## config.mk

```make
export PLATFORM = sky130hd
export DESIGN_NAME = washer_phase_timer_flat
export DESIGN_NICKNAME = d
export VERILOG_FILES = /design/src/rtl/washer_phase_timer_if.sv /design/src/rtl/washer_phase_timer.sv /design/src/flat_wrapper.sv
export SDC_FILE = /design/constraint.sdc
export NUM_CORES = 1
export LEC_CHECK = 0
export CAP_MARGIN = 20
export CORE_ASPECT_RATIO = 1.75
export CORE_MARGIN = 8
export CORE_UTILIZATION = 30
export CTS_CLUSTER_DIAMETER = 150
export DETAILED_ROUTE_END_ITERATION = 10
export GPL_ROUTABILITY_DRIVEN = 0
export SLEW_MARGIN = 20
export SYNTH_ARGS = -nofsm -noshare
export SYNTH_HDL_FRONTEND = slang
export SYNTH_SLANG_ARGS = --single-unit
```

## constraint.sdc

```tcl
create_clock -name clk -period 2 [get_ports clk]
set_clock_uncertainty 0.2 [all_clocks]
set_input_delay 0.4 -clock clk [delete_from_list [all_inputs] [get_ports clk]]
set_output_delay 0.4 -clock clk [all_outputs]
set_load 0.1 [all_outputs]
```

## src/rtl/washer_phase_timer_if.sv

```systemverilog
// Bundle between the washer cycle FSM (master) and its phase-duration timer (slave).
// The FSM drives the phase request; the timer reports progress and completion.
interface washer_phase_timer_if #(
  parameter int unsigned CNT_W = 8
);
  logic             timer_enable;
  logic [1:0]       phase_sel;
  logic [2:0]       mode;
  logic             pause;
  logic             timer_done;
  logic             running;
  logic [CNT_W-1:0] remaining;

  modport master (
    output timer_enable, phase_sel, mode, pause,
    input  timer_done, running, remaining
  );

  modport slave (
    input  timer_enable, phase_sel, mode, pause,
    output timer_done, running, remaining
  );
endinterface

```

## src/rtl/washer_phase_timer.sv

```systemverilog
// Programmable phase-duration timer: counts mode-scaled units per washer phase,
// freezes while the lid is open and reloads on every phase change or re-enable.
module washer_phase_timer #(
  parameter int unsigned TICK_DIV = 1000,
  parameter int unsigned CNT_W    = 8,
  parameter int unsigned SOAK_T   = 6,
  parameter int unsigned WASH_T   = 10,
  parameter int unsigned RINSE_T  = 4,
  parameter int unsigned SPIN_T   = 5
) (
  input  logic                  clk,
  input  logic                  rst_n,
  washer_phase_timer_if.slave   bus
);

  localparam int unsigned DW = CNT_W + 1;
  localparam int unsigned PW = (TICK_DIV > 2) ? $clog2(TICK_DIV) : 1;
  localparam logic [PW-1:0]    PRE_LAST = PW'(TICK_DIV - 1);
  localparam logic [DW-1:0]    D_MAX    = DW'({CNT_W{1'b1}});

  typedef enum logic [1:0] {
    ST_IDLE  = 2'd0,
    ST_COUNT = 2'd1,
    ST_DONE  = 2'd2
  } state_t;

  state_t           state;
  logic [PW-1:0]    prescaler;
  logic [CNT_W-1:0] remaining;
  logic             timer_done;
  logic             en_q;
  logic [1:0]       phase_q;

  logic [DW-1:0]    base_c;
  logic [DW-1:0]    scaled_c;
  logic [CNT_W-1:0] dur_c;
  logic             reload_c;
  logic             tick_c;

  // Base duration of the requested phase, widened by one bit for the heavy shift
  always_comb begin
    base_c = DW'(SOAK_T);
    case (bus.phase_sel)
      2'b00:   base_c = DW'(SOAK_T);
      2'b01:   base_c = DW'(WASH_T);
      2'b10:   base_c = DW'(RINSE_T);
      default: base_c = DW'(SPIN_T);
    endcase
  end

  // Mode scaling (heavy > normal > quick), then saturate high and clamp zero to one
  always_comb begin
    scaled_c = base_c;
    if (bus.mode[2]) begin
      scaled_c = base_c << 1;
    end else if (bus.mode[1]) begin
      scaled_c = base_c;
    end else if (bus.mode[0]) begin
      scaled_c = base_c >> 1;
    end

    dur_c = scaled_c[CNT_W-1:0];
    if (scaled_c > D_MAX) begin
      dur_c = D_MAX[CNT_W-1:0];
    end else if (scaled_c == '0) begin
      dur_c = CNT_W'(1);
    end
  end

  // A fresh enable or any phase change restarts the phase from full duration
  assign reload_c = bus.timer_enable && (!en_q || (bus.phase_sel != phase_q));
  assign tick_c   = (prescaler == PRE_LAST);

  always_ff @(posedge clk or negedge rst_n) begin
    if (!rst_n) begin
      state      <= ST_IDLE;
      prescaler  <= '0;
      remaining  <= '0;
      timer_done <= 1'b0;
      en_q       <= 1'b0;
      phase_q    <= 2'b00;
    end else begin
      en_q    <= bus.timer_enable;
      phase_q <= bus.phase_sel;

      if (!bus.timer_enable) begin
        state      <= ST_IDLE;
        prescaler  <= '0;
        remaining  <= '0;
        timer_done <= 1'b0;
      end else if (reload_c) begin
        state      <= ST_COUNT;
        prescaler  <= '0;
        remaining  <= dur_c;
        timer_done <= 1'b0;
      end else begin
        case (state)
          ST_COUNT: begin
            if (!bus.pause) begin
              if (tick_c) begin
                prescaler <= '0;
                remaining <= remaining - CNT_W'(1);
                if (remaining == CNT_W'(1)) begin
                  state      <= ST_DONE;
                  timer_done <= 1'b1;
                end
              end else begin
                prescaler <= prescaler + PW'(1);
              end
            end
          end
          // Done is held through pause so a lid-blocked FSM can advance later
          ST_DONE: begin
            timer_done <= 1'b1;
            remaining  <= '0;
            prescaler  <= '0;
          end
          default: begin
            state      <= ST_IDLE;
            prescaler  <= '0;
            remaining  <= '0;
            timer_done <= 1'b0;
          end
        endcase
      end
    end
  end

  assign bus.timer_done = timer_done;
  assign bus.remaining  = remaining;
  assign bus.running    = (state == ST_COUNT) && !bus.pause;

endmodule

```

## src/flat_wrapper.sv

```systemverilog
// flat-port wrapper written by rule: the top's interface ports become plain ports
module washer_phase_timer_flat 
#(
  parameter int unsigned TICK_DIV = 1000,
  parameter int unsigned CNT_W    = 8,
  parameter int unsigned SOAK_T   = 6,
  parameter int unsigned WASH_T   = 10,
  parameter int unsigned RINSE_T  = 4,
  parameter int unsigned SPIN_T   = 5
)
  (clk, rst_n, bus_timer_enable, bus_phase_sel, bus_mode, bus_pause, bus_timer_done, bus_running, bus_remaining);
  washer_phase_timer_if #(.CNT_W(CNT_W)) bus_i ();
  input  logic clk;
  input  logic rst_n;
  input wire logic [$bits(bus_i.timer_enable)-1:0] bus_timer_enable;
  input wire logic [$bits(bus_i.phase_sel)-1:0] bus_phase_sel;
  input wire logic [$bits(bus_i.mode)-1:0] bus_mode;
  input wire logic [$bits(bus_i.pause)-1:0] bus_pause;
  output wire logic [$bits(bus_i.timer_done)-1:0] bus_timer_done;
  output wire logic [$bits(bus_i.running)-1:0] bus_running;
  output wire logic [$bits(bus_i.remaining)-1:0] bus_remaining;
  assign bus_i.timer_enable = bus_timer_enable;
  assign bus_i.phase_sel = bus_phase_sel;
  assign bus_i.mode = bus_mode;
  assign bus_i.pause = bus_pause;
  assign bus_timer_done = bus_i.timer_done;
  assign bus_running = bus_i.running;
  assign bus_remaining = bus_i.remaining;
  washer_phase_timer #(.TICK_DIV(TICK_DIV), .CNT_W(CNT_W), .SOAK_T(SOAK_T), .WASH_T(WASH_T), .RINSE_T(RINSE_T), .SPIN_T(SPIN_T)) u_core (.clk(clk), .rst_n(rst_n), .bus(bus_i));
endmodule
```

==> results.cfg <==
[status]
run_status = complete, no violations

[global_routing]
global_route_wire_length_before_repair_um = 5590
gr-usage-all-layers_pct = 9.78
gr-total-overflow = 0
number_of_global_route_vias_before_repair = 1217
grt_start_max_net_pins = 25
antenna_found_initial = 0

[logic_synthesis]
synthTopCellsByCount = 24 x sky130_fd_sc_hd__dfrtp_1, 21 x sky130_fd_sc_hd__nor2_1, 11 x sky130_fd_sc_hd__nand3_1
synth.yosys.seq_area_share_pct = 43.0
synth_edf_count = 0
postSynthNetCount = 161
yosys_warnings = 0
ys_async_sr_fraction_pct = 100
postSynth.topFlopCell = sky130_fd_sc_hd__dfrtp_1
yosysTopAreaCell = sky130_fd_sc_hd__dfrtp_1
mappedNetlistArea_um2 = 1400
yosys.cell_count.top_type = sky130_fd_sc_hd__dfrtp_1
ys_ff_latch = 24
post_synthesis_area_per_instance_um2 = 9.49
yosys-top-cells-area = sky130_fd_sc_hd__dfrtp_1 43%, sky130_fd_sc_hd__nor2_1 5.7%, sky130_fd_sc_hd__xnor2_1 5.0%
synthDistinctLibCells = 34
post_synth_inst_count = 147
share_of_the_synthesized_area_in_the_top_cell_type_pct = 43.0

[worst_setup_path]
path_cells = clkdlybuf4s50_1 > buf_6 > nor2b_4 > buf_12
critPathLaunchType = input pin
max_stage_delay_ns = 0.47
critical_path.slowest_cell = sky130_fd_sc_hd__clkdlybuf4s50_1
cp_num_buf_inv = 3
worst_setup_path_end_kind = primary output
maximum_net_fanout_on_the_critical_path = 11
worstPathArrival_ns = 1.36
path_class = input pin to primary output
critPathRequiredTime_ns = 1.40
critPathTopFamily = buffers and inverters

[drt]
drtAntennaViolNets = 0
drt-vias-per-instance = 5.02
route.detailed.wl_per_inst_um = 13.7
drcViolationCount = 0
num_vias = 1205
totalWireLength_um = 3290
drt_pass1_iterations = 4
dr.first_iter.drc_count = 28

[floorplan]
die_y_um = 106
number_of_ports_placed_on_the_die_boundary = 19
die_width_um = 67.6
initial_core_util_pct = 30.4
total_die_area_um2 = 7170
floorplan.core_area_um2 = 4580
std_cell_rows = 33

[clock_network]
worstSkewPairLatency_ns = 0.27
h-tree-depth = 1
cts.root.buffer_cell = sky130_fd_sc_hd__clkbuf_8
tritoncts_num_sinks = 24
clk_path_buf_depth = 2
tritoncts_buffers = 3
path_clk_slew_ns = 0.09
clock_tree_from_tritoncts = yes

[sta]
grt_setup_unrepaired = no
hold_viol = 0
layout_worst_path_cycle_share_pct = 97.8
report.final.slew_viol_count = 0
report.final.setup_viol = 0
max_freq_mhz = 511
final.min_clock_period_ns = 1.96
smallest_hold_slack_ns = 0.287
setup_tns_ns = 0
max-slew-margin-rel_pct = 78.4
tightestPinTransition_ns = 0.324

[layout]
antennaDiodeCount = 0
layout-area-overhead-vs-synth_pct = 42.8
final_nets = 203
register_area_um2 = 609
fillerInstances = 454
post_route_cells_drive_above_1_share_pct = 29.8
multi_input_comb_area_um2 = 779

[placed_design]
numPortBuffers = 18
dp_hpwl_um = 2520

[worst_hold_path]
timing.hold.worst.class = input pin to asynchronous set/reset pin

[job]
cap_violations = 0

[power_and_ir_drop]
cellLeakagePower_uw = 0.000793
vdd.ir_drop.worst_v = 0.000340
power_density_nw_per_um2 = 567
stage by stage:
stage               cell area (um^2)  power (uW)  util [%]  instances  setup WS, ns
finish                          1990        1130      43.5        240        0.0436
global route                    1990        1180      43.5        240       0.00292
CTS                             1970        1140      43.1        239        0.0135
detailed placement              1900         801      41.6        234        -0.211
global placement                1900         800      41.6        234        -0.193
floorplan                       1420         677         -        147        0.0123
logic make-up after synthesis:
| group | after synthesis | synth area share, % |
|---|---|---|
| AO/OA/AOI/OAI | 27 | 15.6 |
| XOR/XNOR | 13 | 8.16 |
| adder cells (fa/ha/maj) | 5 | 4.48 |
| buffers and inverters | 10 | 2.96 |
| flip-flops | 24 | 43.0 |
| multiplexers | 1 | 0.718 |
| AND/OR/NAND/NOR | 67 | 25.0 |
cell usage in the layout (no fill, tap or decap), types with 3 or more instances in the layout:
master                             n
sky130_fd_sc_hd__dfrtp_1          17
sky130_fd_sc_hd__xor2_1            5
sky130_fd_sc_hd__nor3_1            7
sky130_fd_sc_hd__nand2_1           7
sky130_fd_sc_hd__o21ai_0           3
sky130_fd_sc_hd__clkdlybuf4s50_1   8
sky130_fd_sc_hd__buf_4            23
sky130_fd_sc_hd__dfrtp_2           7
sky130_fd_sc_hd__clkbuf_8          4
sky130_fd_sc_hd__nand4_1           3
sky130_fd_sc_hd__buf_12           10
sky130_fd_sc_hd__a21oi_1           8
sky130_fd_sc_hd__inv_1             5
sky130_fd_sc_hd__nand3_1          11
sky130_fd_sc_hd__a31oi_1           4
sky130_fd_sc_hd__ha_1              3
sky130_fd_sc_hd__xnor2_1           8
sky130_fd_sc_hd__nor2_1           21
what timing repair did:
action / CTS / global route
endpoints found under the setup margin: 2 / 16
pin swaps: 0 / 1
gates cloned: 0 / 0
gates resized for setup: 1 / 6
hold buffers: 0 / 0
buffers inserted: 1 / 1
path summary, 6_finish.rpt:
kind / startpoint / slack (ns) / to / depth (start not counted)
max: bus_pause / 0.04 / bus_running / 4
min: rst_n / 0.29 / u_core.phase_q[0]$_DFF_PN0_ / 2
max reg2reg: u_core.state[0]$_DFFE_PN0P_ / 0.13 / u_core.prescaler[9]$_DFFE_PN0P_ / 6
min reg2reg: u_core.prescaler[9]$_DFFE_PN0P_ / 0.37 / u_core.prescaler[9]$_DFFE_PN0P_ / 2
max in group asynchronous: rst_n / 1.04 / u_core.bus.remaining[1]$_DFFE_PN0P_ / 2
min in group clk: u_core.prescaler[9]$_DFFE_PN0P_ / 0.37 / u_core.prescaler[9]$_DFFE_PN0P_ / 2
flip-flops by register name, indices dropped and copies added, names as in the netlist:
register and flops:
u_core.prescaler 10, u_core.bus.remaining 8, u_core.phase_q 2, u_core.state 2, u_core.bus.timer_done 1, u_core.en_q 1
layout make-up:
class | instances | share of cell area (%)
Clock buffer | 4 | 2.76
Inverter | 5 | 0.942
Multi-Input combinational cell | 113 | 39.1
Sequential cell | 24 | 30.6
Tap cell | 52 | 3.27
Timing Repair Buffer | 42 | 23.3
worst reg2reg max path, stage by stage, from the launching register on:
cell                        delay, ns
sky130_fd_sc_hd__dfrtp_1         0.41
sky130_fd_sc_hd__ha_2            0.21
sky130_fd_sc_hd__and3_1          0.16
sky130_fd_sc_hd__and3_4          0.22
sky130_fd_sc_hd__a2111oi_4       0.37
sky130_fd_sc_hd__xnor2_1         0.16
sky130_fd_sc_hd__nor2_1          0.05
power breakdown:
part / leakage, uW / switching, uW / internal (uW)
sequential: 0.000313 / 23.7 / 500
combinational: 0.000451 / 156 / 112
clock: 0.0000288 / 161 / 176
routing by layer:
| metal | global-route usage (%) | part of all wire (%) | vias up | wire length, um |
|---|---|---|---|---|
| li1 | - | - | 604 | - |
| met1 | 10.8 | 42 | 589 | 1380 |
| met2 | 17.4 | 54 | 10 | 1770 |
| met3 | 1.05 | 2.6 | 2 | 87 |
| met4 | 4.81 | 1.6 | 0 | 54 |
| met5 | 0 | 0 | - | 0 |
Power figures use the tool's default switching activity.
